### src/rtl/fetch_pkg.sv
// Shared definitions for the instruction fetch controller:
// FSM state encoding, HALT opcode and instruction field bounds.
package fetch_pkg;

  typedef enum logic [1:0] {
    ST_IDLE,
    ST_FETCH,
    ST_ISSUE,
    ST_HALTED
  } fetch_state_e;

  localparam int unsigned OPC_HI = 15;
  localparam int unsigned OPC_LO = 11;

  localparam logic [OPC_HI-OPC_LO:0] OPC_HALT = 5'b11111;

endpackage

### src/rtl/fetch_controller_if.sv
// Program-memory and core-side handshake bundle of the fetch controller.
interface fetch_controller_if #(
  parameter int PM_AW   = 5,
  parameter int INSTR_W = 16
);

  logic [PM_AW-1:0]   pm_addr;
  logic [INSTR_W-1:0] pm_data;
  logic [INSTR_W-1:0] instr;
  logic               instr_valid;
  logic               instr_ready;
  logic               branch_taken;
  logic [PM_AW-1:0]   branch_target;

  modport master (
    output pm_addr,
    output instr,
    output instr_valid,
    input  pm_data,
    input  instr_ready,
    input  branch_taken,
    input  branch_target
  );

  modport slave (
    input  pm_addr,
    input  instr,
    input  instr_valid,
    output pm_data,
    output instr_ready,
    output branch_taken,
    output branch_target
  );

endinterface

### src/rtl/fetch_controller_program_counter.sv
// Fetch address register: synchronous clear, load (priority) or increment,
// wrapping modulo 2^AW.
module program_counter #(
  parameter int AW = 5
) (
  input  logic          clk,
  input  logic          reset,
  input  logic          load,
  input  logic [AW-1:0] load_val,
  input  logic          inc,
  output logic [AW-1:0] pc
);

  always_ff @(posedge clk) begin
    if (reset) begin
      pc <= '0;
    end else if (load) begin
      pc <= load_val;
    end else if (inc) begin
      pc <= pc + 1'b1;
    end
  end

endmodule

### src/rtl/fetch_controller.sv
// Instruction fetch FSM: fetches one word from a combinational program memory,
// holds it for the core until accepted, then follows branches or halts.
module fetch_controller
  import fetch_pkg::*;
#(
  parameter int PM_AW   = 5,
  parameter int INSTR_W = 16
) (
  input  logic               clk,
  input  logic               reset,
  input  logic               start,
  fetch_controller_if.master fif,
  output logic [PM_AW-1:0]   pc,
  output logic               halted,
  output logic               busy
);

  fetch_state_e       state_q;
  fetch_state_e       state_d;
  logic [INSTR_W-1:0] instr_q;
  logic               accept;
  logic               is_halt;
  logic               pc_load;
  logic               pc_inc;
  logic [PM_AW-1:0]   pc_load_val;

  assign accept  = (state_q == ST_ISSUE) && fif.instr_ready;
  assign is_halt = (instr_q[OPC_HI:OPC_LO] == OPC_HALT);

  always_ff @(posedge clk) begin
    if (reset) begin
      state_q <= ST_IDLE;
      instr_q <= '0;
    end else begin
      state_q <= state_d;
      if (state_q == ST_FETCH) begin
        instr_q <= fif.pm_data;
      end
    end
  end

  // The pc already points past the issued word, so a non-branching accept
  // only needs to return to FETCH.
  always_comb begin
    state_d     = state_q;
    pc_load     = 1'b0;
    pc_inc      = 1'b0;
    pc_load_val = '0;
    unique case (state_q)
      ST_IDLE: begin
        if (start) begin
          state_d = ST_FETCH;
          pc_load = 1'b1;
        end
      end
      ST_FETCH: begin
        pc_inc  = 1'b1;
        state_d = ST_ISSUE;
      end
      ST_ISSUE: begin
        if (accept) begin
          if (is_halt) begin
            state_d = ST_HALTED;
          end else begin
            state_d = ST_FETCH;
            if (fif.branch_taken) begin
              pc_load     = 1'b1;
              pc_load_val = fif.branch_target;
            end
          end
        end
      end
      ST_HALTED: begin
        state_d = ST_HALTED;
      end
      default: begin
        state_d = ST_IDLE;
      end
    endcase
  end

  program_counter #(
    .AW(PM_AW)
  ) u_program_counter (
    .clk      (clk),
    .reset    (reset),
    .load     (pc_load),
    .load_val (pc_load_val),
    .inc      (pc_inc),
    .pc       (pc)
  );

  assign fif.pm_addr     = pc;
  assign fif.instr       = instr_q;
  assign fif.instr_valid = (state_q == ST_ISSUE);
  assign halted          = (state_q == ST_HALTED);
  assign busy            = (state_q == ST_FETCH) || (state_q == ST_ISSUE);

endmodule
### src/flat_wrapper.sv
// flat-port wrapper written by rule: the top's interface ports become plain ports
module fetch_controller_flat import fetch_pkg::*;
#(
  parameter int PM_AW   = 5,
  parameter int INSTR_W = 16
)
  (clk, reset, start, pc, halted, busy, fif_pm_addr, fif_instr, fif_instr_valid, fif_pm_data, fif_instr_ready, fif_branch_taken, fif_branch_target);
  fetch_controller_if #(.PM_AW(PM_AW), .INSTR_W(INSTR_W)) fif_i ();
  input  logic clk;
  input  logic reset;
  input  logic start;
  output logic [PM_AW-1:0] pc;
  output logic halted;
  output logic busy;
  output wire logic [$bits(fif_i.pm_addr)-1:0] fif_pm_addr;
  output wire logic [$bits(fif_i.instr)-1:0] fif_instr;
  output wire logic [$bits(fif_i.instr_valid)-1:0] fif_instr_valid;
  input wire logic [$bits(fif_i.pm_data)-1:0] fif_pm_data;
  input wire logic [$bits(fif_i.instr_ready)-1:0] fif_instr_ready;
  input wire logic [$bits(fif_i.branch_taken)-1:0] fif_branch_taken;
  input wire logic [$bits(fif_i.branch_target)-1:0] fif_branch_target;
  assign fif_pm_addr = fif_i.pm_addr;
  assign fif_instr = fif_i.instr;
  assign fif_instr_valid = fif_i.instr_valid;
  assign fif_i.pm_data = fif_pm_data;
  assign fif_i.instr_ready = fif_instr_ready;
  assign fif_i.branch_taken = fif_branch_taken;
  assign fif_i.branch_target = fif_branch_target;
  fetch_controller #(.PM_AW(PM_AW), .INSTR_W(INSTR_W)) u_core (.clk(clk), .reset(reset), .start(start), .fif(fif_i), .pc(pc), .halted(halted), .busy(busy));
endmodule
### config.mk
export PLATFORM = sky130hd
export DESIGN_NAME = fetch_controller_flat
export DESIGN_NICKNAME = d
export VERILOG_FILES = /design/src/rtl/fetch_pkg.sv /design/src/rtl/fetch_controller_if.sv /design/src/rtl/fetch_controller_program_counter.sv /design/src/rtl/fetch_controller.sv /design/src/flat_wrapper.sv
export SDC_FILE = /design/constraint.sdc
export NUM_CORES = 1
export LEC_CHECK = 0
export ABC_AREA = 0
export CORE_AREA = 4 4 59 61
export CTS_CLUSTER_DIAMETER = 150
export DETAILED_ROUTE_END_ITERATION = 8
export DIE_AREA = 0 0 63 65
export PLACE_DENSITY = 0.74
export SYNTH_ARGS = -nofsm -noshare
export SYNTH_HDL_FRONTEND = slang
export SYNTH_HIERARCHICAL = 1
export SYNTH_SLANG_ARGS = --single-unit
### constraint.sdc
create_clock -name clk -period 2 [get_ports clk]
set_clock_uncertainty 0.1 [all_clocks]
set_input_delay 0.5 -clock clk [delete_from_list [all_inputs] [get_ports clk]]
set_output_delay 0.5 -clock clk [all_outputs]
set_load 0.02 [all_outputs]
After elaboration in Yosys (flattened, before gate mapping)
Cells that the tools add are included.

storage, ports and cells
  register bits after elaboration = 23
  bits of input ports = 26
  output and inout bits = 29
  logic and storage cells = 31

cells by class
  add/sub/neg operators = 1
  equality and inequality tests = 6
  multiplexer cells = 16
  reductions and logical operators = 5

operator list
  cell                 count
  $mux 5               6
  $pmux 2 s4           1
  $mux 2               3
  $add 5x1->5 const B  1
  $eq 5x5->1 const B   1
  $mux 1               5
  $eq 2x2->1 const B   2
  $eq 2x1->1 const B   1
  $logic_not 2->1      1
  $ne 2x1->1 const B   1
  $ne 2x2->1 const B   1
  $pmux 1 s2           1
  $reduce_and 2->1     1
  $reduce_bool 2->1    1
  $logic_and 1x1->1    1
  $logic_or 1x1->1     1

Depth between registers and ports, before layout
Gate-level depths: netlist of run 1.

  depth after elaboration = 5
  depth in mapped cells = 8
  mapped depth without buffers = 8

By module
Netlist of run 1, hierarchy kept.

by module, submodules not included
  module            instances  cells each  area an instance (sq um)  sequential area each (sq um)
  fetch_controller  1          84          858.3                     360.3
  program_counter   1          28          256.5                     100.1

Worst setup path before layout of run 1
OpenSTA, ideal clock, no wires.

  kind = register -> register
  start point = register u_core.state_q[0]
  end point = register u_core.u_program_counter.pc[0]
  library setup time = 0.114 ns
  arrival = 1.554 ns
  data required time = 1.786 ns
  path slack = 0.231 ns
  cell stages (with the launch flop) = 9
  buffers on the path = 1
  period minus slack after synthesis = 1.769 ns
  cells stage by stage = dfxtp_1 -> inv_1 -> ha_1 -> nand3_1 -> a21oi_2 -> a21o_1 -> buf_2 -> mux2i_1 -> nor2_1

on the way
  longest elaborated chain between the ends = 5
  elaborated cells between the ends (all ways) = 11
  those cells by class = 2 x eq/ne; 6 x mux; 3 x reduce/logical

RTL lines
  item                                                RTL line                                RTL
  from (decl)                                         fetch_controller.sv:18                  fetch_state_e state_q;
  from (signal assigned)                              fetch_controller.sv:35                  state_q <= state_d;
  $eq 2x2->1 *                                        n/a
  via fif_instr_valid                                 flat_wrapper.sv:17                      output wire logic [$bits(fif_i.instr_valid)-1:0] fif_instr_valid;
  $logic_and 1x1->1                                   fetch_controller.sv:27                  assign accept = (state_q == ST_ISSUE) && fif.instr_ready;
  $mux 1                                              fetch_controller.sv:61                  if (accept) begin
  $pmux 1 s2 *                                        fetch_controller.sv:49                  unique case (state_q)
  via u_core.pc_load                                  fetch_controller.sv:23                  logic pc_load;
  $mux 5 / $reduce_bool 2->1 (equally long branches)  n/a
  to (signal assigned)                                fetch_controller_program_counter.sv:18  pc <= load_val;
  to (signal assigned)                                fetch_controller_program_counter.sv:20  pc <= pc + 1'b1;
  to (decl)                                           fetch_controller_program_counter.sv:11  output logic [AW-1:0] pc

The timed path passes the listed nets; every way through them passes the cells marked *.
A chain may end at the register's enable or synchronous reset.

Final worst setup path of run 1
  start point = register u_core.state_q[1]
  end point = output port busy

on the way
  longest elaborated chain between the ends = 2
  elaborated cells between the ends (all ways) = 3
  those cells by class = 2 x eq/ne; 1 x reduce/logical

RTL lines
  item                                             RTL line                RTL
  $eq 2x1->1 / $eq 2x2->1 (equally long branches)  fetch_controller.sv:97  assign busy = (state_q == ST_FETCH) || (state_q == ST_ISSUE);
  $logic_or 1x1->1 *                               fetch_controller.sv:97
  to (decl)                                        flat_wrapper.sv:14      output logic busy;

Mark *: on every way between the ends. The rest lies on a longest branch, timed or not.

==> flow_summary.ini, run 1 <==
[setup_path]
path_max_fanout = 3
required_ps = 1400
start_kind = register
max_stage_delay_ps = 360
worst_path_max_delay_cell = dfxtp_1
arrival_ps = 1320
endpoint_kind = output pin
worstSetupPathType = reg2out
path_cells = inv_1 -> ha_1 -> clkdlybuf4s15_1

[logic_synthesis]
yosysUniqueCellTypes = 26
syn_inst = 112
synthTopCellsByArea = dfxtp_1 41%, mux2i_1 16%, ha_1 6.7%, nor2_1 6.1%, buf_4 4.0%
ys_ff_latch = 23
ys_seq_area_share_pct = 41.3
synth_area_per_cell_um2 = 9.95
yosysTopAreaCellShare_pct = 41.3
synth_flop_cell = dfxtp_1
synth_fp_nets = 144
synth_enable_flop_cells = 0
ys_warn_count = 6
synthArstFlopShare_pct = 0
yosysTopAreaCell = dfxtp_1
syn_area_um2 = 1110

[pwr]
power_leakage_nw = 0.828
power_mw = 1.40
p_int_uw = 910
combPwrFrac_pct = 44.0
ir_worst_vdd_v = 0.000379
p_per_area_nw_per_um2 = 814
switching_power_uw = 489
switching_share_pct = 34.9
p_seq_share_pct = 40.8
power_frac_clock_pct = 15.2

[clocking]
clkLatencyLatePin_ps = 300
ctsHoldBuffers = 0
cts_tree = done
h-tree-depth = 1
path_clk_slew_ps = 130
clockBufferDepth = 2
root_buffer = clkbuf_4
cts_buffers = 3
cts_sinks = 23

[global_routing]
grt_max_degree = 17
grt_pass1_wl_mm = 4.33
grt_pass1_vias = 997
overflow = 0
antenna_found_initial = 0
grt_usage_pct = 13.2

[layout]
final_common_cell = clkdlybuf4s50_1
nNetsFinal = 200
mostFrequentLayoutCells = 42 x clkdlybuf4s50_1, 23 x dfxtp_1, 18 x mux2i_1, 18 x nor2_1
postLayoutCellArea_um2 = 1720
num_antenna_cells = 0
drive_gt1_share_pct = 8.98
syn_to_final_growth_pct = 54.2

[floorplanning]
die_w_um = 63
rows = 20
initial_core_util_pct = 37.4
die_h_um = 65
core_um2 = 2980
num_io_pins = 55
dieArea_um2 = 4100

[timing]
slew_headroom_pct = 78.3
finalHoldViolations = 0
setup_tns_ps = 0
holdWs_ps = 409
fin_crit_sh_pct = 96.1
timing.final.max_slew_violations = 0
worst_pin_slew_ps = 325
setup_ws_ps = 78.2
final.min_clock_period_ps = 1920
finalSetupViolCount = 0
fmax_mhz = 520
rsz0062_at_grt = no

[detailed_routing]
dr.pass1.iters = 4
dr_total_vias = 954
wl_per_cell_um = 13.1
drc = 0
ant_nets = 0
vias_per_cell = 4.77
drt_iter0_markers = 9
routed_wl_mm = 2.62

[placement]
dpl_worst_slack_ps = 10.2
gp_congestion = 0.844
portBuffers = 54
hpwl_mm = 2.07
place_area_um2 = 1680

[run]
drv_cap = 0

[min_path]
hold_class = reg2reg

[run_status]
outcome = finished clean
[worst max-delay path: cells and delay by family, from the launching register on]
family | cells | cell delay (ps)
adders and majority gates | 1 | 280
buffers and inverters | 2 | 370
DFF | 1 | 360
[worst paths after layout]
check / startpoint / to / slack, ps / depth (start not counted)
max: u_core/state_q[1] / busy / 80 / 3
min: u_core/fif.instr[7] / u_core/fif.instr[7] / 410 / 2
max reg2reg: u_core/state_q[1] / u_core/u_program_counter/pc[3] / 250 / 10
min reg2reg: u_core/fif.instr[7] / u_core/fif.instr[7] / 410 / 2
[power by group through the flow]
stage | logic (mW) | clock network (mW) | registers (mW)
6_report | 0.616 | 0.212 | 0.571
5_1_grt | 0.665 | 0.246 | 0.583
4_1_cts | 0.625 | 0.228 | 0.573
3_5_place_dp | 0.637 | 0 | 0.584
3_3_place_gp | 0.625 | 0 | 0.579
2_1_floorplan | 0.319 | 0 | 0.653
[cells in the mapped netlist, types with 3 or more instances]
master   count
ha_1         6
mux2i_1     18
a21oi_1      5
inv_1        5
buf_4        6
nor2_1      18
and2_1       5
o21a_1       3
dfxtp_1     23
xnor2_1      3
[metal layers]
| layer | vias up | share of wire (%) | global-route usage, % |
|---|---|---|---|
| li1 | 481 | - | - |
| met1 | 427 | 42 | 14.9 |
| met2 | 42 | 45 | 21.2 |
| met4 | 0 | 1.1 | 5.79 |
| met3 | 4 | 12 | 6.07 |
| met5 | - | 0 | 0 |
[kinds of logic (layout without fill, tap and decap cells)]
| group | count (synthesis) | after routing | share of synthesized area (%) |
|---|---|---|---|
| mux | 19 | 19 | 17.2 |
| simple gates | 32 | 32 | 15.4 |
| flops | 23 | 23 | 41.3 |
| xor+xnor | 4 | 4 | 3.14 |
| buf+inv | 15 | 70 | 7.97 |
| compound gates | 13 | 13 | 8.31 |
| fa+ha+maj | 6 | 6 | 6.73 |
[area by class of cell]
class                           count  area (µm²)
Clock buffer                        3        22.5
Tap cell                           33        41.3
Clock inverter                      1        5.00
Timing Repair Buffer               61         606
Sequential cell                    23         460
Multi-Input combinational cell     74         566
Fill cell                         272        1260
Inverter                            5        18.8
[timing repair]
item	CTS	global route
buffers inserted	0	0
endpoints found under the setup margin	5	8
resized for setup	5	8
[per-stage QoR]
stage | util, % | std cells
finish | 57.7 | 200
global route | 57.7 | 200
detailed placement | 56.4 | 196
CTS | 57.1 | 200
global placement | 56.4 | 196
floorplan | - | 112
[flip-flops by register name, summed over array words and instances, names as in the netlist]
register	cells
u_core/fif.instr	16
u_core/u_program_counter/pc	5
u_core/state_q	2
(Power assumes the default switching activity.)
==> run 2: changes to the inputs <==
- CORE_AREA: 4 4 59 61 -> 4 4 49 51
- DIE_AREA: 0 0 63 65 -> 0 0 53 55
- DONT_BUFFER_PORTS: default -> 1
- PLACE_DENSITY: 0.74 -> 0.71
- SLEW_MARGIN: default -> 10
==> flow_summary.ini, run 2 (synthesized netlist as in run 1, its figures left out) <==
[floorplanning]
initial_core_util_pct = 57.4
core_um2 = 1940
dieArea_um2 = 2920
die_w_um = 53
rows = 16
die_h_um = 55
num_io_pins = 55

[global_routing]
grt_pass1_vias = 757
busiest_layer = met2
met1_usage_pct = 19.1
use_met2_pct = 27.9
overflow = 0
grt_pass1_wl_mm = 3.46
use_met3_pct = 6.43
grt_max_degree = 24
grt_usage_pct = 16.6
antenna_found_initial = 0

[detailed_routing]
dr_total_vias = 746
dr.pass1.iters = 2
drc = 0
ant_nets = 0
vias_per_cell = 5.37
routed_wl_mm = 2.19
wl_per_cell_um = 15.8
drt_iter0_markers = 1

[clocking]
clkLatencyLatePin_ps = 310
cts_resized = 0
cts_tree = done
h-tree-depth = 1
ctsHoldBuffers = 0
root_buffer = clkbuf_4
path_clk_slew_ps = 130
clockBufferDepth = 2
cts_buffers = 3
cts_sinks = 23
cts_setup_buffers = 0

[min_path]
hold_class = in2reg
whs_path_depth = 1
hp-start = reset
min_to = u_core/fif.instr[13]

[pwr]
power_leakage_nw = 0.486
ir_worst_vdd_v = 0.000726
p_per_area_nw_per_um2 = 1050

[timing]
rsz0062_at_grt = no
fmax_mhz = 540
fin_crit_sh_pct = 92.5
timing.final.max_slew_violations = 0
slew_headroom_pct = 69.1
finalHoldViolations = 0
setup_tns_ps = 0
finalSetupViolCount = 0
final.min_clock_period_ps = 1850
worst_pin_slew_ps = 463

[layout]
multi_input_area_um2 = 566
final_cell_count_no_fill = 139
num_antenna_cells = 0
mostFrequentLayoutCells = 23 x dfxtp_1, 18 x mux2i_1, 18 x nor2_1
n_fill_cell = 182
largest_reg_flops = 16
drive_gt1_share_pct = 12.5
final_common_cell = dfxtp_1
nNetsFinal = 145
register_area_um2 = 460
final_util_pct = 59.4
syn_to_final_growth_pct = 3.48

[placement]
hpwl_mm = 1.72
dp.cells = 135
gp_congestion = 0.781
portBuffers = 0

[setup_path]
required_ps = 1400
path_max_fanout = 6
rr_startpoint = u_core/state_q[0]
endpoint_kind = output pin
r2r_cells = 7
arrival_ps = 1250
start_kind = register
worstSetupPathType = reg2out
reg2reg_to = u_core/u_program_counter/pc[0]
rrSetupSlack_ps = 320

[run_status]
outcome = finished clean

[run]
drv_cap = 0
-- run 2: changes by cell type in the layout (fill, tap and decap cells not counted) --
cell             previous run  this run
buf_4                       7         6
clkdlybuf4s15_1             1         0
clkdlybuf4s50_1            42         0
clkinv_2                    1         0
clkinvlp_4                  0         1
dlygate4sd2_1               4         0
dlymetal6s2s_1              7         0
-- run 2: final cells by class --
class	count	share of cell area, %
clock inverters	1	0.651
flip-flops and latches	23	39.9
multi-input cells	74	49.0
repair buffers	6	3.90
clock buffers	3	1.95
well taps	27	2.93
inverters	5	1.63
-- run 2: worst max-delay path by stage --
stage / startpoint / endpoint / slack, ps / depth (start not counted)
floorplan: u_core/state_q[0] / u_core/u_program_counter/pc[0] / 230 / 8
global placement: u_core/state_q[1] / u_core/fif.instr[13] / 400 / 5
detailed placement: u_core/state_q[0] / u_core/u_program_counter/pc[0] / 330 / 7
CTS: u_core/state_q[0] / busy / 130 / 2
global route: u_core/state_q[0] / busy / 60 / 2
finish: u_core/state_q[0] / busy / 150 / 2
-- run 2: power by group --
| part | total [mW] | switching [mW] | internal, mW |
|---|---|---|---|
| registers | 0.645 | 0.121 | 0.524 |
| logic | 0.351 | 0.196 | 0.155 |
| clock network | 0.220 | 0.144 | 0.0761 |
-- run 2: metal layers --
| layer | wire, µm | up-vias |
|---|---|---|
| met5 | 0 | - |
| met4 | 17 | 0 |
| met3 | 176 | 2 |
| met2 | 1130 | 23 |
| met1 | 868 | 346 |
| li1 | - | 375 |
-- run 2: stage by stage --
| stage | cell area [µm²] | hold WS [ps] | total power [mW] | setup slack, ps |
|---|---|---|---|---|
| global placement | 1120 | 463 | 0.996 | 398 |
| floorplan | 1110 | 450 | 0.972 | 231 |
| detailed placement | 1120 | 477 | 1.01 | 327 |
| finish | 1150 | 142 | 1.22 | 150 |
| CTS | 1150 | 135 | 1.22 | 134 |
| global route | 1150 | 118 | 1.29 | 62.6 |
-- run 2: critical path, stage by stage, from the launching register on --
cell and delay [ps]:
dfxtp_1 450, inv_1 90, ha_1 400
